**src/rtl/grid_game_engine_if.sv**
```systemverilog
// Keypad-side bus of the grid game engine.
//   KEY       : 4-bit key code from the keypad controller
//   KEY_VALID : high while a key is held
// master = keypad side (drives), slave = game engine (samples).
interface grid_game_engine_if;
    logic [3:0] KEY;
    logic       KEY_VALID;

    modport master (output KEY, output KEY_VALID);
    modport slave  (input  KEY, input  KEY_VALID);
endinterface

```
**src/rtl/grid_game_engine.sv**
```systemverilog
// N x N, WIN_LEN-in-a-row two-player game engine.
// Consumes key presses, moves a one-hot cursor, places marks and runs a
// sequential one-start-cell-per-cycle win/draw scan.
// Ports:
//   CLK, RST_BTN         : clock, synchronous active-high reset
//   key_bus (slave)      : KEY code + KEY_VALID level
//   p1_cells, p2_cells   : occupied cells per player (bit row*N+col)
//   cursor               : one-hot selected cell
//   cur_player           : 0 = player 1 to move, 1 = player 2
//   busy, game_over      : scan in progress / game finished
//   winner               : 00 none, 10 p1, 11 p2, 01 draw
//   score_p1, score_p2   : saturating win counters
module grid_game_engine #(
    parameter int unsigned N       = 3,
    parameter int unsigned WIN_LEN = 3,
    parameter int unsigned SCORE_W = 4,
    parameter int unsigned WRAP    = 0
) (
    input  logic                 CLK,
    input  logic                 RST_BTN,
    grid_game_engine_if.slave    key_bus,
    output logic [N*N-1:0]       p1_cells,
    output logic [N*N-1:0]       p2_cells,
    output logic [N*N-1:0]       cursor,
    output logic                 cur_player,
    output logic                 busy,
    output logic                 game_over,
    output logic [1:0]           winner,
    output logic [SCORE_W-1:0]   score_p1,
    output logic [SCORE_W-1:0]   score_p2
);
    localparam int unsigned CELLS = N * N;
    localparam int unsigned RC_W  = $clog2(N);
    localparam int unsigned IDX_W = $clog2(CELLS);
    localparam logic [RC_W-1:0] MAX_RC = RC_W'(N - 1);
    localparam logic [RC_W-1:0] MID_RC = RC_W'(N / 2);

    localparam logic [3:0] KEY_UP    = 4'h2;
    localparam logic [3:0] KEY_DOWN  = 4'h8;
    localparam logic [3:0] KEY_LEFT  = 4'h4;
    localparam logic [3:0] KEY_RIGHT = 4'h6;
    localparam logic [3:0] KEY_ENTER = 4'h5;
    localparam logic [3:0] KEY_ESC   = 4'hD;

    typedef enum logic [1:0] {PLAY, CHECK, OVER} state_t;

    state_t              state_q, state_d;
    logic [RC_W-1:0]     row_q, row_d, col_q, col_d;
    logic [RC_W-1:0]     scan_r_q, scan_r_d, scan_c_q, scan_c_d;
    logic                first_q, first_d;
    logic                kv_prev_q;
    logic [CELLS-1:0]    p1_d, p2_d, cursor_d;
    logic                cur_player_d, busy_d, game_over_d;
    logic [1:0]          winner_d;
    logic [SCORE_W-1:0]  score_p1_d, score_p2_d;
    logic                press_c, line_hit_c;
    logic [CELLS-1:0]    occupied_c, mover_cells_c;

    function automatic logic [CELLS-1:0] cell_onehot(input logic [RC_W-1:0] r,
                                                     input logic [RC_W-1:0] c);
        return CELLS'(1) << (int'(r) * int'(N) + int'(c));
    endfunction

    // WIN_LEN marks of v starting at (r0,c0) stepping (dr,dc); off-board runs never match
    function automatic logic line_hit(input logic [CELLS-1:0] v, input int r0, input int c0,
                                      input int dr, input int dc);
        int   r_end;
        int   c_end;
        logic hit;
        r_end = r0 + dr * (int'(WIN_LEN) - 1);
        c_end = c0 + dc * (int'(WIN_LEN) - 1);
        if (r_end < 0 || r_end >= int'(N) || c_end < 0 || c_end >= int'(N)) return 1'b0;
        hit = 1'b1;
        for (int k = 0; k < int'(WIN_LEN); k++)
            hit &= v[IDX_W'((r0 + dr * k) * int'(N) + c0 + dc * k)];
        return hit;
    endfunction

    // Next-state and next-output logic
    always_comb begin
        state_d      = state_q;
        row_d        = row_q;
        col_d        = col_q;
        scan_r_d     = scan_r_q;
        scan_c_d     = scan_c_q;
        first_d      = first_q;
        p1_d         = p1_cells;
        p2_d         = p2_cells;
        cur_player_d = cur_player;
        winner_d     = winner;
        score_p1_d   = score_p1;
        score_p2_d   = score_p2;

        press_c       = key_bus.KEY_VALID & ~kv_prev_q;
        occupied_c    = p1_cells | p2_cells;
        mover_cells_c = cur_player ? p2_cells : p1_cells;
        line_hit_c    = line_hit(mover_cells_c, int'(scan_r_q), int'(scan_c_q), 0, 1)
                      | line_hit(mover_cells_c, int'(scan_r_q), int'(scan_c_q), 1, 0)
                      | line_hit(mover_cells_c, int'(scan_r_q), int'(scan_c_q), 1, 1)
                      | line_hit(mover_cells_c, int'(scan_r_q), int'(scan_c_q), 1, -1);

        if (press_c && key_bus.KEY == KEY_ESC) begin
            // Abandon the game; the other player opens the next one
            state_d      = PLAY;
            p1_d         = '0;
            p2_d         = '0;
            row_d        = MID_RC;
            col_d        = MID_RC;
            scan_r_d     = '0;
            scan_c_d     = '0;
            winner_d     = 2'b00;
            first_d      = ~first_q;
            cur_player_d = ~first_q;
        end else begin
            unique case (state_q)
                PLAY: begin
                    if (press_c) begin
                        case (key_bus.KEY)
                            KEY_UP:    row_d = (row_q != '0) ? row_q - RC_W'(1)
                                                             : ((WRAP != 0) ? MAX_RC : '0);
                            KEY_DOWN:  row_d = (row_q != MAX_RC) ? row_q + RC_W'(1)
                                                                 : ((WRAP != 0) ? '0 : MAX_RC);
                            KEY_LEFT:  col_d = (col_q != '0) ? col_q - RC_W'(1)
                                                             : ((WRAP != 0) ? MAX_RC : '0);
                            KEY_RIGHT: col_d = (col_q != MAX_RC) ? col_q + RC_W'(1)
                                                                 : ((WRAP != 0) ? '0 : MAX_RC);
                            KEY_ENTER: begin
                                if ((cursor & occupied_c) == '0) begin
                                    if (cur_player) p2_d = p2_cells | cursor;
                                    else            p1_d = p1_cells | cursor;
                                    scan_r_d = '0;
                                    scan_c_d = '0;
                                    state_d  = CHECK;
                                end
                            end
                            default: ;
                        endcase
                    end
                end
                CHECK: begin
                    if (line_hit_c) begin
                        state_d  = OVER;
                        winner_d = {1'b1, cur_player};
                        if (cur_player) begin
                            if (score_p2 != '1) score_p2_d = score_p2 + SCORE_W'(1);
                        end else begin
                            if (score_p1 != '1) score_p1_d = score_p1 + SCORE_W'(1);
                        end
                    end else if (scan_r_q == MAX_RC && scan_c_q == MAX_RC) begin
                        if (&occupied_c) begin
                            state_d  = OVER;
                            winner_d = 2'b01;
                        end else begin
                            state_d      = PLAY;
                            cur_player_d = ~cur_player;
                        end
                    end else if (scan_c_q == MAX_RC) begin
                        scan_c_d = '0;
                        scan_r_d = scan_r_q + RC_W'(1);
                    end else begin
                        scan_c_d = scan_c_q + RC_W'(1);
                    end
                end
                OVER: ;
                default: state_d = PLAY;
            endcase
        end

        cursor_d    = cell_onehot(row_d, col_d);
        busy_d      = (state_d == CHECK);
        game_over_d = (state_d == OVER);
    end

    // State and output registers
    always_ff @(posedge CLK) begin
        if (RST_BTN) begin
            state_q    <= PLAY;
            row_q      <= MID_RC;
            col_q      <= MID_RC;
            scan_r_q   <= '0;
            scan_c_q   <= '0;
            first_q    <= 1'b0;
            kv_prev_q  <= 1'b1;   // a key held through reset must not fire
            p1_cells   <= '0;
            p2_cells   <= '0;
            cursor     <= cell_onehot(MID_RC, MID_RC);
            cur_player <= 1'b0;
            busy       <= 1'b0;
            game_over  <= 1'b0;
            winner     <= 2'b00;
            score_p1   <= '0;
            score_p2   <= '0;
        end else begin
            state_q    <= state_d;
            row_q      <= row_d;
            col_q      <= col_d;
            scan_r_q   <= scan_r_d;
            scan_c_q   <= scan_c_d;
            first_q    <= first_d;
            kv_prev_q  <= key_bus.KEY_VALID;
            p1_cells   <= p1_d;
            p2_cells   <= p2_d;
            cursor     <= cursor_d;
            cur_player <= cur_player_d;
            busy       <= busy_d;
            game_over  <= game_over_d;
            winner     <= winner_d;
            score_p1   <= score_p1_d;
            score_p2   <= score_p2_d;
        end
    end
endmodule

```
**src/flat_wrapper.sv**
```systemverilog
// flat-port wrapper written by rule: the top's interface ports become plain ports
module grid_game_engine_flat 
#(
    parameter int unsigned N       = 3,
    parameter int unsigned WIN_LEN = 3,
    parameter int unsigned SCORE_W = 4,
    parameter int unsigned WRAP    = 0
)
  (CLK, RST_BTN, p1_cells, p2_cells, cursor, cur_player, busy, game_over, winner, score_p1, score_p2, key_bus_KEY, key_bus_KEY_VALID);
  grid_game_engine_if key_bus_i ();
  input  logic CLK;
  input  logic RST_BTN;
  output logic [N*N-1:0] p1_cells;
  output logic [N*N-1:0] p2_cells;
  output logic [N*N-1:0] cursor;
  output logic cur_player;
  output logic busy;
  output logic game_over;
  output logic [1:0] winner;
  output logic [SCORE_W-1:0] score_p1;
  output logic [SCORE_W-1:0] score_p2;
  input wire logic [$bits(key_bus_i.KEY)-1:0] key_bus_KEY;
  input wire logic [$bits(key_bus_i.KEY_VALID)-1:0] key_bus_KEY_VALID;
  assign key_bus_i.KEY = key_bus_KEY;
  assign key_bus_i.KEY_VALID = key_bus_KEY_VALID;
  grid_game_engine #(.N(N), .WIN_LEN(WIN_LEN), .SCORE_W(SCORE_W), .WRAP(WRAP)) u_core (.CLK(CLK), .RST_BTN(RST_BTN), .key_bus(key_bus_i), .p1_cells(p1_cells), .p2_cells(p2_cells), .cursor(cursor), .cur_player(cur_player), .busy(busy), .game_over(game_over), .winner(winner), .score_p1(score_p1), .score_p2(score_p2));
endmodule
```
**config.mk**
```make
export PLATFORM = sky130hd
export DESIGN_NAME = grid_game_engine_flat
export DESIGN_NICKNAME = d
export VERILOG_FILES = /design/src/rtl/grid_game_engine_if.sv /design/src/rtl/grid_game_engine.sv /design/src/flat_wrapper.sv
export SDC_FILE = /design/constraint.sdc
export NUM_CORES = 1
export LEC_CHECK = 0
export ABC_CLOCK_PERIOD_IN_PS = 5250
export BUFFER_PORTS_ARGS = -buffer_cell sky130_fd_sc_hd__buf_2
export CAP_MARGIN = 20
export CORE_AREA = 4 4 93 95
export DETAILED_ROUTE_END_ITERATION = 10
export DIE_AREA = 0 0 97 99
export PLACE_DENSITY_LB_ADDON = 0.2
export SETUP_SLACK_MARGIN = 0.15
export SYNTH_ARGS = -nofsm -noshare
export SYNTH_HDL_FRONTEND = slang
export SYNTH_SLANG_ARGS = --single-unit
```
**constraint.sdc**
```tcl
create_clock -name CLK -period 5.25 [get_ports CLK]
set_input_delay 1.05 -clock CLK [delete_from_list [all_inputs] [get_ports CLK]]
set_output_delay 1.05 -clock CLK [all_outputs]
set_load 0.05 [all_outputs]
```
==> results of run 1 <==
[state kept, by name, summed over array words and instances, names as in the netlist, 4 cells and up]
| signal | flops |
|---|---|
| u_core.cursor | 9 |
| u_core.p1_cells | 9 |
| u_core.p2_cells | 9 |
| u_core.score_p1 | 4 |
| u_core.score_p2 | 4 |
[metrics by stage]
stage	area (um2)	cells	hold slack, ps	util [%]
3_3_place_gp	4050	555	453	52.3
2_1_floorplan	3790	422	480	-
3_5_place_dp	4050	555	449	52.3
5_1_grt	4160	563	493	53.8
6_report	4160	563	459	53.8
4_1_cts	4160	563	463	53.8
[how the worst max path moves through the flow]
stage,startpoint,endpoint
2_1_floorplan,u_core.scan_r_q[1]$_SDFFE_PP0P_,u_core.score_p1[0]$_SDFFE_PP0P_
3_3_place_gp,u_core.scan_r_q[1]$_SDFFE_PP0P_,u_core.score_p1[0]$_SDFFE_PP0P_
3_5_place_dp,u_core.scan_r_q[1]$_SDFFE_PP0P_,u_core.score_p1[0]$_SDFFE_PP0P_
4_1_cts,u_core.scan_r_q[1]$_SDFFE_PP0P_,u_core.score_p1[0]$_SDFFE_PP0P_
5_1_grt,u_core.scan_r_q[1]$_SDFFE_PP0P_,u_core.score_p2[2]$_SDFFE_PP0P_
6_report,u_core.scan_r_q[1]$_SDFFE_PP0P_,u_core.score_p1[0]$_SDFFE_PP0P_
[power groups by stage]
stage | Sequential (W) | Clock [W] | Combinational (W)
final | 0.000400 | 0.000284 | 0.0000425
after global routing | 0.000401 | 0.000307 | 0.0000470
after CTS | 0.000400 | 0.000292 | 0.0000429
after detailed placement | 0.000409 | 0 | 0.0000427
after global placement | 0.000409 | 0 | 0.0000418
after floorplan | 0.000415 | 0 | 0.0000269
[layout by cell type, fill, tap and decap left out, types with 3 or more instances in the layout]
cell type  count
ha_1          30
or2_2          4
mux2_2         7
nor4_1         4
o22ai_1        7
inv_1         24
o21ai_0       16
xnor2_1       10
nand4_1        7
mux2i_1       15
nand3_1       12
fa_1           5
and3_1         3
a31oi_1        7
mux4_2        10
clkbuf_8       5
a211oi_1       4
dfxtp_1       52
xor2_1         7
nand3b_1       4
o211ai_1       3
nor2_1        46
a21oi_1       28
a22oi_1        5
nand2b_1       9
nand2_1       18
buf_2         46
nor2b_1       10
nor4b_1        3
and2_1         3
nor3_1         8
[final cells by class]
cell class | instances | area share [%]
Clock buffer | 5 | 1.65
Clock inverter | 3 | 1.11
Inverter | 24 | 2.17
Multi-Input combinational cell | 329 | 61.1
Sequential cell | 52 | 25.0
Tap cell | 102 | 3.07
Timing Repair Buffer | 48 | 5.89
[metal layers]
metal | up-vias | global-route usage, % | part of all wire [%]
met5 | - | 0 | 0
met4 | 0 | 5.08 | 1.6
met3 | 16 | 2.12 | 3.8
met2 | 89 | 33.5 | 49
met1 | 1653 | 25.4 | 46
li1 | 1611 | - | -
[worst min-delay path, stage by stage, from the launching register on]
cell	delay (ps)
dfxtp_1	320
nand2_1	50
a21oi_1	50
[cell families (layout without fill, tap and decap cells)]
| family | count (synthesis) | in the layout | share of synthesized area (%) |
|---|---|---|---|
| simple gates | 148 | 148 | 21.0 |
| compound gates | 95 | 95 | 16.7 |
| flops | 52 | 52 | 27.5 |
| buf+inv | 41 | 80 | 5.48 |
| fa+ha+maj | 35 | 35 | 12.5 |
| mux | 33 | 33 | 12.4 |
| xor+xnor | 18 | 18 | 4.36 |
==> results.cfg, run 1 <==
[status]
outcome = complete, no violations

[run]
max_cap_violations = 0

[cells_and_area]
num-fill-cells = 776
layout.nets = 502
insertedDiodeCount = 0
multi_input_logic_area_um2 = 2540
sequential_cell_area_um2 = 1040
post_route_cells_drive_above_1_share_pct = 20.6
syn2layout_area_growth_pct = 9.77

[floorplan]
dieArea_um2 = 9600
core_um2 = 7730
io_pins = 47
fp-row-count = 32
initial_core_util_pct = 49.0
fp.dieW_um = 97
die_height_um = 99

[timing]
relSlewSlack_pct = 29.7
achievable-frequency_mhz = 218
slew_violations = 0
tightest_slew_ps = 1050
hold_viol_final = 0
fin_worst_skew_ps = 6.65
tns_ps = 0
final.setup.worst_slack_ps = 665
final_number_of_setup_violating_endpoints = 0
finalCriticalPeriod_ps = 4580
min_period_over_period_pct = 87.3
rsz0062_at_grt = no

[global_route]
grt_pass1_vias = 3197
grt_first_pass_wirelength_um = 15500
grt.total_usage_pct = 19.2
globalRoute.totalOverflow = 0
grt_antenna_before_repair = 0
grt_max_degree = 29

[clocking]
cts.repair_timing.setup_buffer_count = 0
clk_pin_slew_ps = 100
cts_resized = 0
clock_sinks = 52
cts-root-to-sink-buffers = 2
cts_tree = yes
cts_max_level = 2
cts_hold_buffers = 0
cts_inserted_buffers = 5
clockRootBuffer = clkbuf_8
clock_latency_ps = 310

[critical_path]
critPathCaptureType = flop
start_kind = flop
rr_startpoint = u_core.scan_r_q[1]$_SDFFE_PP0P_
crit_buf_inv = 2
timing.critical_path.depth = 14
path_class = flop to flop
reg2regPathDepth = 14
critical_path.max_fanout = 11
critPathTopFamily = adder cells
worst_path_largest_cell_delay_ps = 730
cp_data_required_time_ps = 5460
series_of_cell_instances_along_the_critical_path = inv_1 -> ha_1 -> xnor2_1 -> xnor2_1 -> ha_1 -> inv_1 -> fa_1 -> xor2_1 -> mux4_2 -> o221ai_1 -> a31oi_2 -> o31ai_4 -> or3_4 -> mux2_4
crit_slowest_cell = fa_1
reg2reg_slack_ps = 670
crit-reg2reg-capture = u_core.score_p1[0]$_SDFFE_PP0P_
worstPathArrival_ps = 4790

[yosys]
synth-edff-count = 0
synthMostInstantiatedCell = dfxtp_1
count_of_different_cell_masters_after_synthesis = 71
postSynthRegisterBits = 52
synthesis.nets = 464
synth_sequential_area_ratio_pct = 27.5
post_synth_main_area_contributors = dfxtp_1 (27%), ha_1 (9.9%), mux4_2 (5.9%)
synth_area_leader_cell = dfxtp_1
ys.warnings.count = 0
async_reset_ff_share_pct = 0
fraction_of_synthesized_cell_area_taken_by_the_top_area_cell_type_pct = 27.5
cell_types_with_the_highest_counts_after_synthesis = dfxtp_1 (52), nor2_1 (46), ha_1 (30)
number_of_standard_cells_after_synthesis = 422
post_synth_instance_area_um2 = 3790
avgSynthCellArea_um2 = 8.98
synth_ff_type = dfxtp_1

[route]
drtAntennaViolNets = 0
via_count = 3369
drc_errors = 0
drt_wl_total_um = 9380
drt_first_iter_violations = 270
via_per_inst = 5.98
wl_per_cell_um = 16.7
drt-pass1-iter-count = 5

[pwr]
p_sw_share_pct = 23.7
clkPwrFrac_pct = 39.1
static_leak_nw = 1.85
power.share.sequential_pct = 55.1
comb_power_share_pct = 5.9
powerDensity_nw_per_um2 = 175
irDropWorstVdd_v = 0.000147
p_sw_w = 0.000172
internal_power_w = 0.000554
power_after_layout_w = 0.000726

[place]
post-place-ws_ps = 698
place_hpwl_um = 7020
number_of_input_and_output_port_buffers_inserted = 46
gp_congestion = 0.905

[hold_path]
class_of_the_most_critical_hold_timing_path = flop to flop
whs_endpoint = u_core.winner[1]$_SDFFE_PP0P_
worst_hold_path.num_cells = 2
worst_hold_startpoint = u_core.winner[1]$_SDFFE_PP0P_
No activity file was read; power rests on OpenSTA's default activity.
==> inputs of run 2 (changes only) <==
--- a/config.mk
+++ b/config.mk
@@ -5,7 +5,8 @@
 export SDC_FILE = /design/constraint.sdc
 export NUM_CORES = 1
 export LEC_CHECK = 0
-export ABC_CLOCK_PERIOD_IN_PS = 5250
+export ABC_AREA = 1
+export ABC_CLOCK_PERIOD_IN_PS = 4100
 export BUFFER_PORTS_ARGS = -buffer_cell sky130_fd_sc_hd__buf_2
 export CAP_MARGIN = 20
 export CORE_AREA = 4 4 93 95
==> constraint.sdc (replaced) <==
create_clock -name CLK -period 4.1 [get_ports CLK]
set_input_delay 0.82 -clock CLK [delete_from_list [all_inputs] [get_ports CLK]]
set_output_delay 0.82 -clock CLK [all_outputs]
set_load 0.05 [all_outputs]
==> run 2 against run 1 <==
Net effect: first-iteration DRC count down 34%; hold slack improved by 17 ps; clock power is 24% higher; cell area up 2.2%; largest cell class unchanged; largest power group unchanged.
==> results.cfg, run 2 <==
[floorplan]
dieArea_um2 = 9600
fp.dieW_um = 97
die_height_um = 99
fp-row-count = 32
io_pins = 47
initial_core_util_pct = 49.1
core_um2 = 7730

[clocking]
cts_tree = yes
clockRootBuffer = clkbuf_8
clock_sinks = 52
cts_hold_buffers = 0
cts_inserted_buffers = 5
clk_pin_slew_ps = 90
cts_resized = 0
cts.repair_timing.setup_buffer_count = 0
cts_max_level = 2
cts-root-to-sink-buffers = 2
clock_latency_ps = 310

[yosys]
async_reset_ff_share_pct = 0
avgSynthCellArea_um2 = 6.51
cell_types_with_the_highest_counts_after_synthesis = nand2_1 (140), inv_1 (90), nor2_1 (79)
synth_ff_type = dfxtp_1
post_synth_main_area_contributors = dfxtp_1 (27%), nand2_1 (14%), ha_1 (9.9%)
number_of_standard_cells_after_synthesis = 583
count_of_different_cell_masters_after_synthesis = 37
synth_area_leader_cell = dfxtp_1
ys.warnings.count = 0
post_synth_instance_area_um2 = 3790
fraction_of_synthesized_cell_area_taken_by_the_top_area_cell_type_pct = 27.4
postSynthRegisterBits = 52
synthesis.nets = 625
synthMostInstantiatedCell = nand2_1
synth-edff-count = 0
synth_sequential_area_ratio_pct = 27.4

[critical_path]
critical_path.max_fanout = 6
worst_path_largest_cell_delay_ps = 600
critPathTopFamily = adder cells
timing.critical_path.depth = 19
start_kind = flop
crit_buf_inv = 6
crit_slowest_cell = fa_1
worstSetupStartpoint = u_core.scan_c_q[1]$_SDFFE_PP0P_
critPathCaptureType = flop
cp_data_required_time_ps = 4340
reg2regPathDepth = 19
cp_common_cell = inv_1
reg2reg_slack_ps = 450
rr_startpoint = u_core.scan_c_q[1]$_SDFFE_PP0P_
critical_path.endpoint = u_core.score_p2[3]$_SDFFE_PP0P_
path_class = flop to flop
series_of_cell_instances_along_the_critical_path = inv_2 -> fa_1 -> inv_1 -> ha_1 -> fa_1 -> ha_1 -> inv_1 -> nand2_1 -> o21ai_1 -> inv_1 -> nor2_1 -> nand3_1 -> nand2_2 -> inv_1 -> nand2_1 -> nand3_2 -> inv_1 -> nand4_1 -> a21oi_1
worstPathArrival_ps = 3890
crit-reg2reg-capture = u_core.score_p2[3]$_SDFFE_PP0P_

[timing]
min_period_over_period_pct = 89.0
tightest_slew_ps = 687
finalCriticalPeriod_ps = 3650
final_number_of_setup_violating_endpoints = 0
fin_worst_skew_ps = 6.27
rsz0062_at_grt = no
relSlewSlack_pct = 54.2
tns_ps = 0
final.setup.worst_slack_ps = 452
achievable-frequency_mhz = 274
slew_violations = 0
hold_viol_final = 0

[hold_path]
worst_hold_path.num_cells = 2
class_of_the_most_critical_hold_timing_path = flop to flop

[cells_and_area]
num-fill-cells = 815
stdcell_area_um2 = 4250
layout.nets = 672
largestRegisters = u_core.cursor: 9 flops, u_core.p1_cells: 9 flops, u_core.p2_cells: 9 flops
layout.cells.most_common = nand2_1
post_route_cells_drive_above_1_share_pct = 13.8
insertedDiodeCount = 0
multi_input_logic_area_um2 = 2370
final_cell_mix = nand2_1 (139), inv_1 (88), nor2_1 (78)
syn2layout_area_growth_pct = 12.1
sequential_cell_area_um2 = 1050

[status]
outcome = complete, no violations

[place]
place_hpwl_um = 7580
post-place-ws_ps = 225
placed_cell_area_um2 = 4120
gp_congestion = 0.941
number_of_input_and_output_port_buffers_inserted = 46

[route]
wl_per_cell_um = 13.0
drt-pass1-iter-count = 5
via_count = 3768
drt_first_iter_violations = 178
drt_wl_total_um = 9540
drc_errors = 0
via_per_inst = 5.14
drtAntennaViolNets = 0

[global_route]
grt_antenna_before_repair = 0
globalRoute.totalOverflow = 0
grt_pass1_vias = 3536
grt_max_degree = 22
grt_first_pass_wirelength_um = 16100
grt.total_usage_pct = 19.9

[pwr]
irDropWorstVdd_v = 0.000192
powerDensity_nw_per_um2 = 228
static_leak_nw = 2.26

[run]
max_cap_violations = 0
## run 2: cell types whose count changed after synthesis, moves of 5 or more
cell / delta
a22oi_1: -5
a31oi_1: -5
inv_1: +66
mux2_2: -7
mux2i_1: -15
mux4_2: -10
nand2_1: +122
nand2_2: +6
nand2b_1: -9
nand3_1: +49
nand3_2: +7
nor2_1: +33
nor2b_1: -10
nor3_1: +5
## run 2: worst min path at each step
stage / from / to / slack [ps]
4_1_cts: u_core.first_q$_SDFFE_PP0P_ / u_core.first_q$_SDFFE_PP0P_ / 470
3_5_place_dp: u_core.first_q$_SDFFE_PP0P_ / u_core.first_q$_SDFFE_PP0P_ / 460
2_1_floorplan: u_core.first_q$_SDFFE_PP0P_ / u_core.first_q$_SDFFE_PP0P_ / 440
5_1_grt: u_core.first_q$_SDFFE_PP0P_ / u_core.first_q$_SDFFE_PP0P_ / 500
6_report: u_core.first_q$_SDFFE_PP0P_ / u_core.first_q$_SDFFE_PP0P_ / 480
3_3_place_gp: u_core.first_q$_SDFFE_PP0P_ / u_core.first_q$_SDFFE_PP0P_ / 450
## run 2: final cells by class
type	instances	share of cell area [%]
clock buffers	5	1.62
clock inverters	3	1.00
inverters	94	8.33
multi-input cells	429	55.6
flip-flops and latches	52	24.7
well taps	102	3.00
repair buffers	48	5.77
## run 2: kinds of logic after synthesis
logic type               count (synthesis)  synth area share, %
XOR/XNOR                                12                 2.77
buffers and inverters                  102                 10.7
flip-flops                              52                 27.4
AO/OA/AOI/OAI                           59                 8.58
AND/OR/NAND/NOR                        323                 38.0
adder cells (fa/ha/maj)                 35                 12.5
## run 2: per-stage QoR
| step | hold slack, ps | std cells | util (%) | total power [W] |
|---|---|---|---|---|
| CTS | 474 | 733 | 54.7 | 0.000983 |
| detailed placement | 460 | 725 | 53.3 | 0.000632 |
| floorplan | 441 | 583 | - | 0.000607 |
| global route | 500 | 733 | 55.0 | 0.00102 |
| global placement | 448 | 725 | 53.3 | 0.000629 |
| finish | 476 | 733 | 55.0 | 0.000972 |
## run 2: power by group
part           leakage (nW)  internal (W)  switching (W)
clock                0.0541      0.000181       0.000170
combinational          1.79     0.0000330      0.0000753
sequential            0.421      0.000508     0.00000470
## run 2: routing by layer
metal / part of all wire [%] / global-route usage [%] / vias up
met3: 4.7 / 3.61 / 11
met2: 48 / 34.3 / 87
met1: 46 / 25.4 / 1719
li1: - / - / 1951
met4: 1.5 / 5.72 / 0
met5: 0 / 0 / -
## run 2: tightest hold or removal path, stage by stage (launching register included)
cell     delay, ps
dfxtp_1        320
nand2_1         60
a21oi_1         60
==> inputs of run 3 (changes only) <==
--- a/config.mk
+++ b/config.mk
@@ -7,7 +7,7 @@
 export LEC_CHECK = 0
 export ABC_AREA = 1
 export ABC_CLOCK_PERIOD_IN_PS = 4100
-export BUFFER_PORTS_ARGS = -buffer_cell sky130_fd_sc_hd__buf_2
+export BUFFER_PORTS_ARGS = -buffer_cell sky130_fd_sc_hd__buf_4
 export CAP_MARGIN = 20
 export CORE_AREA = 4 4 93 95
 export DETAILED_ROUTE_END_ITERATION = 10
==> run 3 against run 2 <==
Net effect: first-iteration DRC count grew 28%; total power shrank 2.9%; sequential power is essentially flat; clock power shrank 8.5%; setup slack gained 44 ps; core utilization grew 1.2 points; critical path depth grew 5; critical endpoint is now u_core.scan_c_q[0]$_SDFFE_PP0P_; via count shrank 0.24%; clock skew grew 1.7 ps; largest cell class unchanged.
==> results.cfg, run 3 (synthesized netlist as in run 2, its figures left out) <==
[status]
outcome = complete, no violations

[timing]
slew_violations = 0
tns_ps = 0
final_number_of_setup_violating_endpoints = 0
rsz0062_at_grt = yes
hold_viol_final = 0
relSlewSlack_pct = 53.2
fin_worst_skew_ps = 7.97
finalCriticalPeriod_ps = 3600
achievable-frequency_mhz = 277
tightest_slew_ps = 701
min_period_over_period_pct = 87.9

[global_route]
grt_first_pass_wirelength_um = 16300
grt.total_usage_pct = 19.8
globalRoute.totalOverflow = 0
grt_max_degree = 22
grt_antenna_before_repair = 0
grt_pass1_vias = 3504

[floorplan]
die_height_um = 99
io_pins = 47
dieArea_um2 = 9600
fp.dieW_um = 97
initial_core_util_pct = 49.1
core_um2 = 7730
fp-row-count = 32

[pwr]
powerDensity_nw_per_um2 = 217
static_leak_nw = 2.26
irDropWorstVdd_v = 0.000183

[critical_path]
critical_path.max_fanout = 9
critPathCaptureType = flop
reg2reg_slack_ps = 500
start_kind = flop
worstPathArrival_ps = 3790
path_class = flop to flop
cp_data_required_time_ps = 4280

[clocking]
clock_sinks = 52
clockRootBuffer = clkbuf_8
cts_inserted_buffers = 5
cts_tree = yes
clk_pin_slew_ps = 100
cts_max_level = 2
cts-root-to-sink-buffers = 2
cts_hold_buffers = 0
clock_latency_ps = 310

[route]
via_per_inst = 5.14
drtAntennaViolNets = 0
drc_errors = 0
drt-pass1-iter-count = 5
via_count = 3759
wl_per_cell_um = 12.8
drt_first_iter_violations = 227
drt_wl_total_um = 9380

[run]
max_cap_violations = 0

[cells_and_area]
layout.cells.most_common = nand2_1
layout.nets = 671
post_route_cells_drive_above_1_share_pct = 13.7
insertedDiodeCount = 0
largestRegisters = u_core.cursor: 9 flops, u_core.p1_cells: 9 flops, u_core.p2_cells: 9 flops
final_cell_mix = nand2_1 (139), inv_1 (89), nor2_1 (79)
stdcell_area_um2 = 4350
syn2layout_area_growth_pct = 14.6

[hold_path]
class_of_the_most_critical_hold_timing_path = flop to flop

[place]
gp_congestion = 0.878
place_hpwl_um = 7540
placed_cell_area_um2 = 4220
number_of_input_and_output_port_buffers_inserted = 46
==> run 3: final cells by class <==
type / count / area, um2
Sequential cell: 52 / 1050
Clock buffer: 6 / 82.6
Tap cell: 102 / 128
Clock inverter: 2 / 17.5
Fill cell: 771 / 3380
Inverter: 94 / 354
Timing Repair Buffer: 47 / 353
Multi-Input combinational cell: 429 / 2360
==> run 3: repair_timing <==
item,CTS,global route
hold endpoints to repair,0,0
buffers inserted,0,0
resized for setup,0,10
setup endpoints to repair,0,19
==> run 3: power breakdown <==
group          internal (W)  total [W]  switching, W
clock network      0.000142   0.000321      0.000179
registers          0.000508   0.000513    0.00000492
logic             0.0000356   0.000110     0.0000744
total              0.000685   0.000944      0.000258
==> run 3: worst max-delay path, cell delays in order (launching register included) <==
cell     delay [ps]
dfxtp_4         420
inv_1           120
ha_1            350
xnor2_2         190
xor2_1          170
ha_1            160
inv_1            40
fa_1            560
inv_2            80
nand2_1          60
nand2_1          90
nor2_1          140
nand2_1          70
nand2_1          60
nand2_1          40
nor2_1           90
nand3_1          90
nand2_1         140
inv_1            50
nand2_1          90
nand3_2         130
nand2_2         150
nand2_1          60
o21ai_0          70
nor2_1           50
==> run 3: routing by layer <==
metal	vias up	track usage (%)	routed length [um]
li1	1946	-	-
met1	1721	26.9	4430
met2	75	33.9	4480
met3	17	2.05	327
met4	0	5.08	142
met5	-	0	0
==> run 3: worst paths after layout <==
| kind | end | depth (start not counted) | from |
|---|---|---|---|
| max | u_core.scan_c_q[0]$_SDFFE_PP0P_ | 24 | u_core.scan_r_q[1]$_SDFFE_PP0P_ |
| min | u_core.first_q$_SDFFE_PP0P_ | 2 | u_core.first_q$_SDFFE_PP0P_ |
| max reg2reg | u_core.scan_c_q[0]$_SDFFE_PP0P_ | 24 | u_core.scan_r_q[1]$_SDFFE_PP0P_ |
| min reg2reg | u_core.first_q$_SDFFE_PP0P_ | 2 | u_core.first_q$_SDFFE_PP0P_ |
==> run 3: per-stage QoR <==
step	hold slack, ps	instances	power (W)	worst slack, ps	util, %
after global placement	448	724	0.000632	355	54.7
after CTS	470	732	0.000955	222	56.0
after detailed placement	456	724	0.000634	264	54.7
final	472	732	0.000944	496	56.3
after global routing	488	732	0.000993	133	56.3
after floorplan	441	583	0.000607	768	-
